**src/rtl/muib_param_pkg.sv**
```systemverilog
// Shared types and decode helpers for the parametrised M-extension unit.
package muib_param_pkg;

  typedef enum logic [2:0] {
    ISLEM_MUL    = 3'b000,
    ISLEM_MULH   = 3'b001,
    ISLEM_MULHSU = 3'b010,
    ISLEM_MULHU  = 3'b011,
    ISLEM_DIV    = 3'b100,
    ISLEM_DIVU   = 3'b101,
    ISLEM_REM    = 3'b110,
    ISLEM_REMU   = 3'b111
  } muib_islem_e;

  typedef enum logic [2:0] {
    BOS,
    CARP,
    BOL,
    DUZELT,
    SONUC
  } muib_durum_e;

  function automatic logic islem_bolme_mi(input logic [2:0] islem);
    return islem[2];
  endfunction

  // True when rs1 is interpreted as a signed value.
  function automatic logic islem_isaretli_mi(input logic [2:0] islem);
    return (islem == ISLEM_MULH) || (islem == ISLEM_MULHSU) ||
           (islem == ISLEM_DIV)  || (islem == ISLEM_REM);
  endfunction

  // High product half for multiplies, remainder for divides.
  function automatic logic islem_yuksek_mi(input logic [2:0] islem);
    return islem[2] ? islem[1] : (islem[1:0] != 2'b00);
  endfunction

endpackage

```
**src/rtl/muib_bolucu_cekirdek.sv**
```systemverilog
// Iterative unsigned non-restoring divider resolving BOL_BIT quotient bits per edge.
// The basla_i edge already performs the first iteration on the fresh operands.
module muib_bolucu_cekirdek import muib_param_pkg::*; #(
  parameter int XLEN    = 32,
  parameter int BOL_BIT = 2
) (
  input  logic            clk_i,
  input  logic            rst_i,
  input  logic            temizle_i,
  input  logic            basla_i,
  input  logic [XLEN-1:0] bolunen_i,
  input  logic [XLEN-1:0] bolen_i,
  output logic            bitti_o,
  output logic [XLEN-1:0] bolum_o,
  output logic [XLEN-1:0] kalan_o
);

  localparam int ADIM_SAYI = XLEN / BOL_BIT;
  localparam int AW        = $clog2(ADIM_SAYI + 1);

  logic [XLEN:0]   kalan;
  logic [XLEN-1:0] bolum;
  logic [XLEN-1:0] bolen;
  logic [AW-1:0]   adim;
  logic            calisiyor;

  logic [XLEN:0]   kalan_t;
  logic [XLEN-1:0] bolum_t;
  logic [XLEN-1:0] bolen_t;

  // Partial remainder stays within (-d, d), so XLEN+1 bits of modular arithmetic suffice.
  always_comb begin
    kalan_t = basla_i ? '0 : kalan;
    bolum_t = basla_i ? bolunen_i : bolum;
    bolen_t = basla_i ? bolen_i : bolen;
    for (int i = 0; i < BOL_BIT; i++) begin
      if (!kalan_t[XLEN])
        kalan_t = {kalan_t[XLEN-1:0], bolum_t[XLEN-1]} - {1'b0, bolen_t};
      else
        kalan_t = {kalan_t[XLEN-1:0], bolum_t[XLEN-1]} + {1'b0, bolen_t};
      bolum_t = {bolum_t[XLEN-2:0], ~kalan_t[XLEN]};
    end
  end

  always_ff @(posedge clk_i or posedge rst_i) begin
    if (rst_i) begin
      kalan     <= '0;
      bolum     <= '0;
      bolen     <= '0;
      adim      <= '0;
      calisiyor <= 1'b0;
    end else if (temizle_i) begin
      adim      <= '0;
      calisiyor <= 1'b0;
    end else if (basla_i || calisiyor) begin
      kalan     <= kalan_t;
      bolum     <= bolum_t;
      bolen     <= bolen_t;
      adim      <= basla_i ? AW'(1) : adim + 1'b1;
      calisiyor <= basla_i || !bitti_o;
    end
  end

  assign bitti_o = calisiyor && (adim == AW'(ADIM_SAYI - 1));
  assign bolum_o = bolum;
  // A negative final partial remainder still owes one restoring add.
  assign kalan_o = kalan[XLEN] ? (kalan[XLEN-1:0] + bolen) : kalan[XLEN-1:0];

endmodule

```
**src/rtl/muib_param.sv**
```systemverilog
// Execute-stage M-extension unit: delayed multiplier, iterative divider,
// single-edge divide special cases and a quotient/remainder reuse cache.
module muib_param import muib_param_pkg::*; #(
  parameter int XLEN         = 32,
  parameter int CARP_ASAMA   = 2,
  parameter int BOL_BIT      = 2,
  parameter int BOL_ONBELLEK = 1
) (
  input  logic            clk_i,
  input  logic            rst_i,
  input  logic            istek_gecerli_i,
  output logic            istek_hazir_o,
  input  logic [2:0]      islem_i,
  input  logic [XLEN-1:0] rs1_i,
  input  logic [XLEN-1:0] rs2_i,
  input  logic            iptal_i,
  output logic            sonuc_gecerli_o,
  input  logic            sonuc_hazir_i,
  output logic [XLEN-1:0] sonuc_o,
  output logic            mesgul_o
);

  localparam logic [1:0]      SAYAC_BAS = (CARP_ASAMA > 1) ? 2'(CARP_ASAMA - 2) : 2'd0;
  localparam logic [XLEN-1:0] EN_KUCUK  = {1'b1, {(XLEN-1){1'b0}}};

  muib_durum_e durum, sonraki;
  logic            kabul, basla;
  logic            kalan_sec, isaretli_r, bolunen_neg, bolen_neg;
  logic [XLEN-1:0] rs1_r, rs2_r, sonuc_r;
  logic [1:0]      sayac;

  logic            onb_gecerli, onb_isaretli;
  logic [XLEN-1:0] onb_rs1, onb_rs2, onb_bolum, onb_kalan;

  logic            bolme, isaretli, rs2_isaretli, sifir_bolen, tasma, isabet, dogrudan;
  logic [XLEN-1:0] dogrudan_sonuc, carp_sonuc, bolunen_mutlak, bolen_mutlak;
  logic [XLEN:0]   carp_a, carp_b;
  logic [2*XLEN-1:0] carpim;
  logic            bitti;
  logic [XLEN-1:0] bolum_ham, kalan_ham, bolum_duz, kalan_duz;

  assign bolme        = islem_bolme_mi(islem_i);
  assign isaretli     = islem_isaretli_mi(islem_i);
  assign rs2_isaretli = (islem_i == ISLEM_MULH) || (bolme && isaretli);
  assign sifir_bolen  = (rs2_i == '0);
  assign tasma        = isaretli && (rs1_i == EN_KUCUK) && (rs2_i == '1);
  assign isabet       = (BOL_ONBELLEK != 0) && onb_gecerli && (onb_rs1 == rs1_i) &&
                        (onb_rs2 == rs2_i) && (onb_isaretli == isaretli);
  assign dogrudan     = isabet || sifir_bolen || tasma;

  always_comb begin
    dogrudan_sonuc = '0;
    if (isabet)
      dogrudan_sonuc = islem_yuksek_mi(islem_i) ? onb_kalan : onb_bolum;
    else if (sifir_bolen)
      dogrudan_sonuc = islem_yuksek_mi(islem_i) ? rs1_i : '1;
    else if (tasma)
      dogrudan_sonuc = islem_yuksek_mi(islem_i) ? '0 : rs1_i;
  end

  // Operands widened to XLEN+1 bits so one signed multiply covers every variant.
  assign carp_a     = {isaretli && rs1_i[XLEN-1], rs1_i};
  assign carp_b     = {rs2_isaretli && rs2_i[XLEN-1], rs2_i};
  assign carpim     = {{(XLEN-1){carp_a[XLEN]}}, carp_a} * {{(XLEN-1){carp_b[XLEN]}}, carp_b};
  assign carp_sonuc = islem_yuksek_mi(islem_i) ? carpim[2*XLEN-1:XLEN] : carpim[XLEN-1:0];

  assign bolunen_mutlak = (isaretli && rs1_i[XLEN-1]) ? ('0 - rs1_i) : rs1_i;
  assign bolen_mutlak   = (isaretli && rs2_i[XLEN-1]) ? ('0 - rs2_i) : rs2_i;

  muib_bolucu_cekirdek #(
    .XLEN    (XLEN),
    .BOL_BIT (BOL_BIT)
  ) u_bolucu (
    .clk_i     (clk_i),
    .rst_i     (rst_i),
    .temizle_i (iptal_i),
    .basla_i   (basla),
    .bolunen_i (bolunen_mutlak),
    .bolen_i   (bolen_mutlak),
    .bitti_o   (bitti),
    .bolum_o   (bolum_ham),
    .kalan_o   (kalan_ham)
  );

  assign bolum_duz = (bolunen_neg ^ bolen_neg) ? ('0 - bolum_ham) : bolum_ham;
  assign kalan_duz = bolunen_neg ? ('0 - kalan_ham) : kalan_ham;

  always_ff @(posedge clk_i or posedge rst_i) begin
    if (rst_i) durum <= BOS;
    else       durum <= sonraki;
  end

  always_comb begin
    sonraki = durum;
    kabul   = 1'b0;
    basla   = 1'b0;
    if (iptal_i) begin
      sonraki = BOS;
    end else begin
      case (durum)
        BOS: if (istek_gecerli_i) begin
          kabul = 1'b1;
          if (!bolme) begin
            if (CARP_ASAMA > 1) sonraki = CARP;
            else                sonraki = SONUC;
          end else if (dogrudan) begin
            sonraki = SONUC;
          end else begin
            sonraki = BOL;
            basla   = 1'b1;
          end
        end
        CARP:    if (sayac == 2'd0) sonraki = SONUC;
        BOL:     if (bitti) sonraki = DUZELT;
        DUZELT:  sonraki = SONUC;
        SONUC:   if (sonuc_hazir_i) sonraki = BOS;
        default: sonraki = BOS;
      endcase
    end
  end

  // Special-case divides also fill the cache, since both halves are known up front.
  always_ff @(posedge clk_i or posedge rst_i) begin
    if (rst_i) begin
      kalan_sec    <= 1'b0;
      isaretli_r   <= 1'b0;
      bolunen_neg  <= 1'b0;
      bolen_neg    <= 1'b0;
      rs1_r        <= '0;
      rs2_r        <= '0;
      sonuc_r      <= '0;
      sayac        <= '0;
      onb_gecerli  <= 1'b0;
      onb_isaretli <= 1'b0;
      onb_rs1      <= '0;
      onb_rs2      <= '0;
      onb_bolum    <= '0;
      onb_kalan    <= '0;
    end else if (iptal_i) begin
      onb_gecerli <= 1'b0;
    end else if (kabul) begin
      kalan_sec   <= islem_yuksek_mi(islem_i);
      isaretli_r  <= isaretli;
      bolunen_neg <= isaretli && rs1_i[XLEN-1];
      bolen_neg   <= isaretli && rs2_i[XLEN-1];
      rs1_r       <= rs1_i;
      rs2_r       <= rs2_i;
      sayac       <= SAYAC_BAS;
      sonuc_r     <= bolme ? dogrudan_sonuc : carp_sonuc;
      if (bolme && dogrudan && !isabet) begin
        onb_gecerli  <= (BOL_ONBELLEK != 0);
        onb_isaretli <= isaretli;
        onb_rs1      <= rs1_i;
        onb_rs2      <= rs2_i;
        onb_bolum    <= sifir_bolen ? '1 : rs1_i;
        onb_kalan    <= sifir_bolen ? rs1_i : '0;
      end
    end else if (durum == CARP && sayac != 2'd0) begin
      sayac <= sayac - 1'b1;
    end else if (durum == DUZELT) begin
      sonuc_r      <= kalan_sec ? kalan_duz : bolum_duz;
      onb_gecerli  <= (BOL_ONBELLEK != 0);
      onb_isaretli <= isaretli_r;
      onb_rs1      <= rs1_r;
      onb_rs2      <= rs2_r;
      onb_bolum    <= bolum_duz;
      onb_kalan    <= kalan_duz;
    end
  end

  assign istek_hazir_o   = (durum == BOS);
  assign mesgul_o        = (durum != BOS);
  assign sonuc_gecerli_o = (durum == SONUC);
  assign sonuc_o         = (durum == SONUC) ? sonuc_r : '0;

endmodule

```
**config.mk**
```make
export PLATFORM = sky130hd
export DESIGN_NAME = muib_param
export DESIGN_NICKNAME = d
export VERILOG_FILES = /design/src/rtl/muib_param_pkg.sv /design/src/rtl/muib_bolucu_cekirdek.sv /design/src/rtl/muib_param.sv
export SDC_FILE = /design/constraint.sdc
export NUM_CORES = 2
export LEC_CHECK = 0
export CAP_MARGIN = 0
export CORE_ASPECT_RATIO = 1.25
export CORE_MARGIN = 3
export CORE_UTILIZATION = 55
export CTS_CLUSTER_SIZE = 8
export DETAILED_ROUTE_END_ITERATION = 10
export PLACE_DENSITY = 0.82
export SETUP_SLACK_MARGIN = 0.5
export SLEW_MARGIN = 20
export SYNTH_ARGS = -nofsm -noshare
export SYNTH_HDL_FRONTEND = slang
export SYNTH_SLANG_ARGS = --single-unit
export TNS_END_PERCENT = 30
```
**constraint.sdc**
```tcl
create_clock -name clk_i -period 19.46 [get_ports clk_i]
set_clock_uncertainty 0.15 [all_clocks]
set_input_delay 1.946 -clock clk_i [delete_from_list [all_inputs] [get_ports clk_i]]
set_output_delay 1.946 -clock clk_i [all_outputs]
set_load 0.1 [all_outputs]
```
==> results.json <==
{
  "clk_latency_ps": 660,
  "synthCells": 7604,
  "outcome": "finished with violations",
  "synthMuxAreaShare_pct": 1.08,
  "rsz0062_at_grt": "false",
  "clkSlewWorstSetupHoldPaths_ps": 60,
  "die_x_um": 311,
  "synth_commonest_cells": "nand2_1 (1499), inv_1 (1167), fa_1 (1128), clkbuf_1 (353), and2_1 (351)",
  "fp-row-count": 139,
  "gp_congestion": 1.05,
  "slew_headroom_pct": 10.3,
  "dpl_cell_area_um2": 65800,
  "post_cts_resized": 0,
  "cp.arrival_ps": 14730,
  "port_buffers": 106,
  "ff2ff_path_depth": 40,
  "cts.sinks": 338,
  "cts_tree": "done",
  "grt_usage_pct": 36.2,
  "cpMaxStageDelayCell": "o41ai_1",
  "synth_fa_ha_area_share_pct": 41.5,
  "synth_top_area_share_pct": 35.3,
  "setup_violations": 0,
  "num_vias": 55300,
  "synth.avg_cell_area_um2": 8.41,
  "cts_buffer_depth": 3,
  "cts_setup_buffers": 0,
  "yosys.area_share.simple_pct": 18.6,
  "post-route-period-util_pct": 74.2,
  "dr.pass1.iters": 11,
  "syn_to_final_growth_pct": 5.29,
  "ys_types": 108,
  "yosys.area_share.xor_xnor_pct": 4.91,
  "cp_data_required_time_ps": 19750,
  "grt_max_degree": 126,
  "synth_top_family_by_area": "adder cells",
  "synthFlopType": "dfrtp_1",
  "nets": 8920,
  "yosysSeqAreaShare_pct": 13.2,
  "wl_per_cell_um": 24.0,
  "antenna_left": 0,
  "synth-async-reset-ratio_pct": 100,
  "ys_top_cells_by_area": "fa_1 (35%), dfrtp_1 (13%), nand2_1 (8.8%), inv_1 (6.9%), ha_1 (6.2%)",
  "fin_util_pct": 58.5,
  "synth_warnings": 0,
  "hpwl_um": 161000,
  "synth_nets": 9119,
  "crit_top_cell": "a21oi_1",
  "drive_gt1_share_pct": 4.61,
  "cts_root_buf": "clkbuf_16",
  "clock.fmax_mhz": 69.3,
  "cp_slowest_stage_delay_ps": 850,
  "htree_levels": 2,
  "antenna_found_initial": 21,
  "placed_cells": 8903,
  "startpoint_type": "input pin",
  "start_util_pct": 55.5,
  "synth_compound_area_share_pct": 11.0,
  "hold_class": "reg -> reg",
  "maxSlewViolCount": 0,
  "setup_tns_ps": 0,
  "synth_edf_count": 0,
  "cp-end-kind": "flip-flop",
  "violations": "design-rule violations",
  "routed_via_density": 6.15,
  "yosysTopAreaCell": "fa_1",
  "worst_slew_pin_slew_ps": 1330,
  "wl_um": 216000,
  "drt_iter0_drc": 6529,
  "design_area_um2": 67300,
  "global_route.overflow_total": 0,
  "core_area_um2": 115000,
  "grt_pass1_wl_um": 333000,
  "grt_pass1_vias": 57700,
  "dieHeight_um": 387,
  "fin_crit_ps": 14440,
  "post-route-drc-count": 2,
  "finalHoldViolCount": 0,
  "dieArea_um2": 120000,
  "io_pins": 107,
  "stdcell_count": 8982,
  "cts_hold_buffers": 0,
  "holdPathStages": 2,
  "crit_type": "in -> reg",
  "crit_fanout": 73,
  "ys_ff_latch": 338,
  "drv_cap": 0,
  "syn_area_um2": 63900,
  "cts_made_buffers": 50,
  "synth_most_common_cell": "nand2_1"
}
## sequential cells by signal (all words and copies together) (netlist names), 32 cells and up
register and cells:
onb_bolum 32, onb_kalan 32, onb_rs1 32, onb_rs2 32, rs1_r 32, rs2_r 32, sonuc_r 32, u_bolucu.bolen 32
u_bolucu.bolum_o 32, u_bolucu.kalan 33
## routing by layer
metal	GRT usage, %	vias to the layer above	share of wire (%)
met4	30.1	18	10
li1	-	23400	-
met5	0	-	0.13
met1	41.8	27100	33
met2	55.6	3661	44
met3	10.7	1165	12
## cell usage in the layout (no fill, tap or decap), types with 42 or more instances in the layout
cell	instances
a211oi_1	46
a21o_1	83
a21oi_1	283
a31oi_1	66
and2_1	351
and3_1	61
buf_2	58
buf_4	113
clkbuf_16	50
clkdlybuf4s50_1	48
dfrtp_1	337
fa_1	1128
ha_1	315
inv_1	1166
mux2i_1	51
nand2_1	1498
nand3_1	63
nand4_1	42
nor2_1	347
nor3_1	61
o21ai_0	342
o22ai_1	42
xnor2_1	242
xor2_1	112
## final timing paths
kind,end,slack (ps),startpoint
setup / recovery,u_bolucu.kalan[31],5020,rs2_i[0]
setup reg to reg,u_bolucu.kalan[31],7170,onb_rs2[10]
hold / removal,rs2_r[25],320,rs2_r[25]
min in group asynchronous,onb_rs1[19],1780,rst_i
hold reg to reg,rs2_r[25],320,rs2_r[25]
max in group asynchronous,rs2_r[4],15310,rst_i
## layout make-up
type / instances / area, um^2
Tap cell: 1551 / 1940
Clock buffer: 61 / 1350
Inverter: 1170 / 4400
Antenna cell: 12 / 30.0
Timing Repair Buffer: 222 / 1650
Sequential cell: 338 / 8460
Clock inverter: 5 / 90.1
Fill cell: 9947 / 47800
Multi-Input combinational cell: 5623 / 49400
## worst max-delay path, delay by kind of cell
family	cells	cell delay, ps
AO/OA/AOI/OAI	21	5920
XOR/XNOR	3	450
adder cells (fa/ha/maj)	3	1070
buffers and inverters	5	1980
AND/OR/NAND/NOR	11	3230
## kinds of logic after synthesis
logic type                 count (synthesis)
and+or+nand+nor                         2630
muxes                                     67
buffers and inverters                   1643
xor gates and xnor gates                 358
DFF                                      338
AOI/OAI and AO/OA                       1125
adders and majority gates               1443
## metrics by stage
stage	hold slack (ps)	setup WS, ps
6_report	322	5020
3_3_place_gp	303	4810
4_1_cts	321	5270
2_1_floorplan	288	8000
5_1_grt	335	4200
3_5_place_dp	309	4660
Power is not shown: default switching activity piles up to over one toggle a cycle in this logic, so the estimate is an artifact.
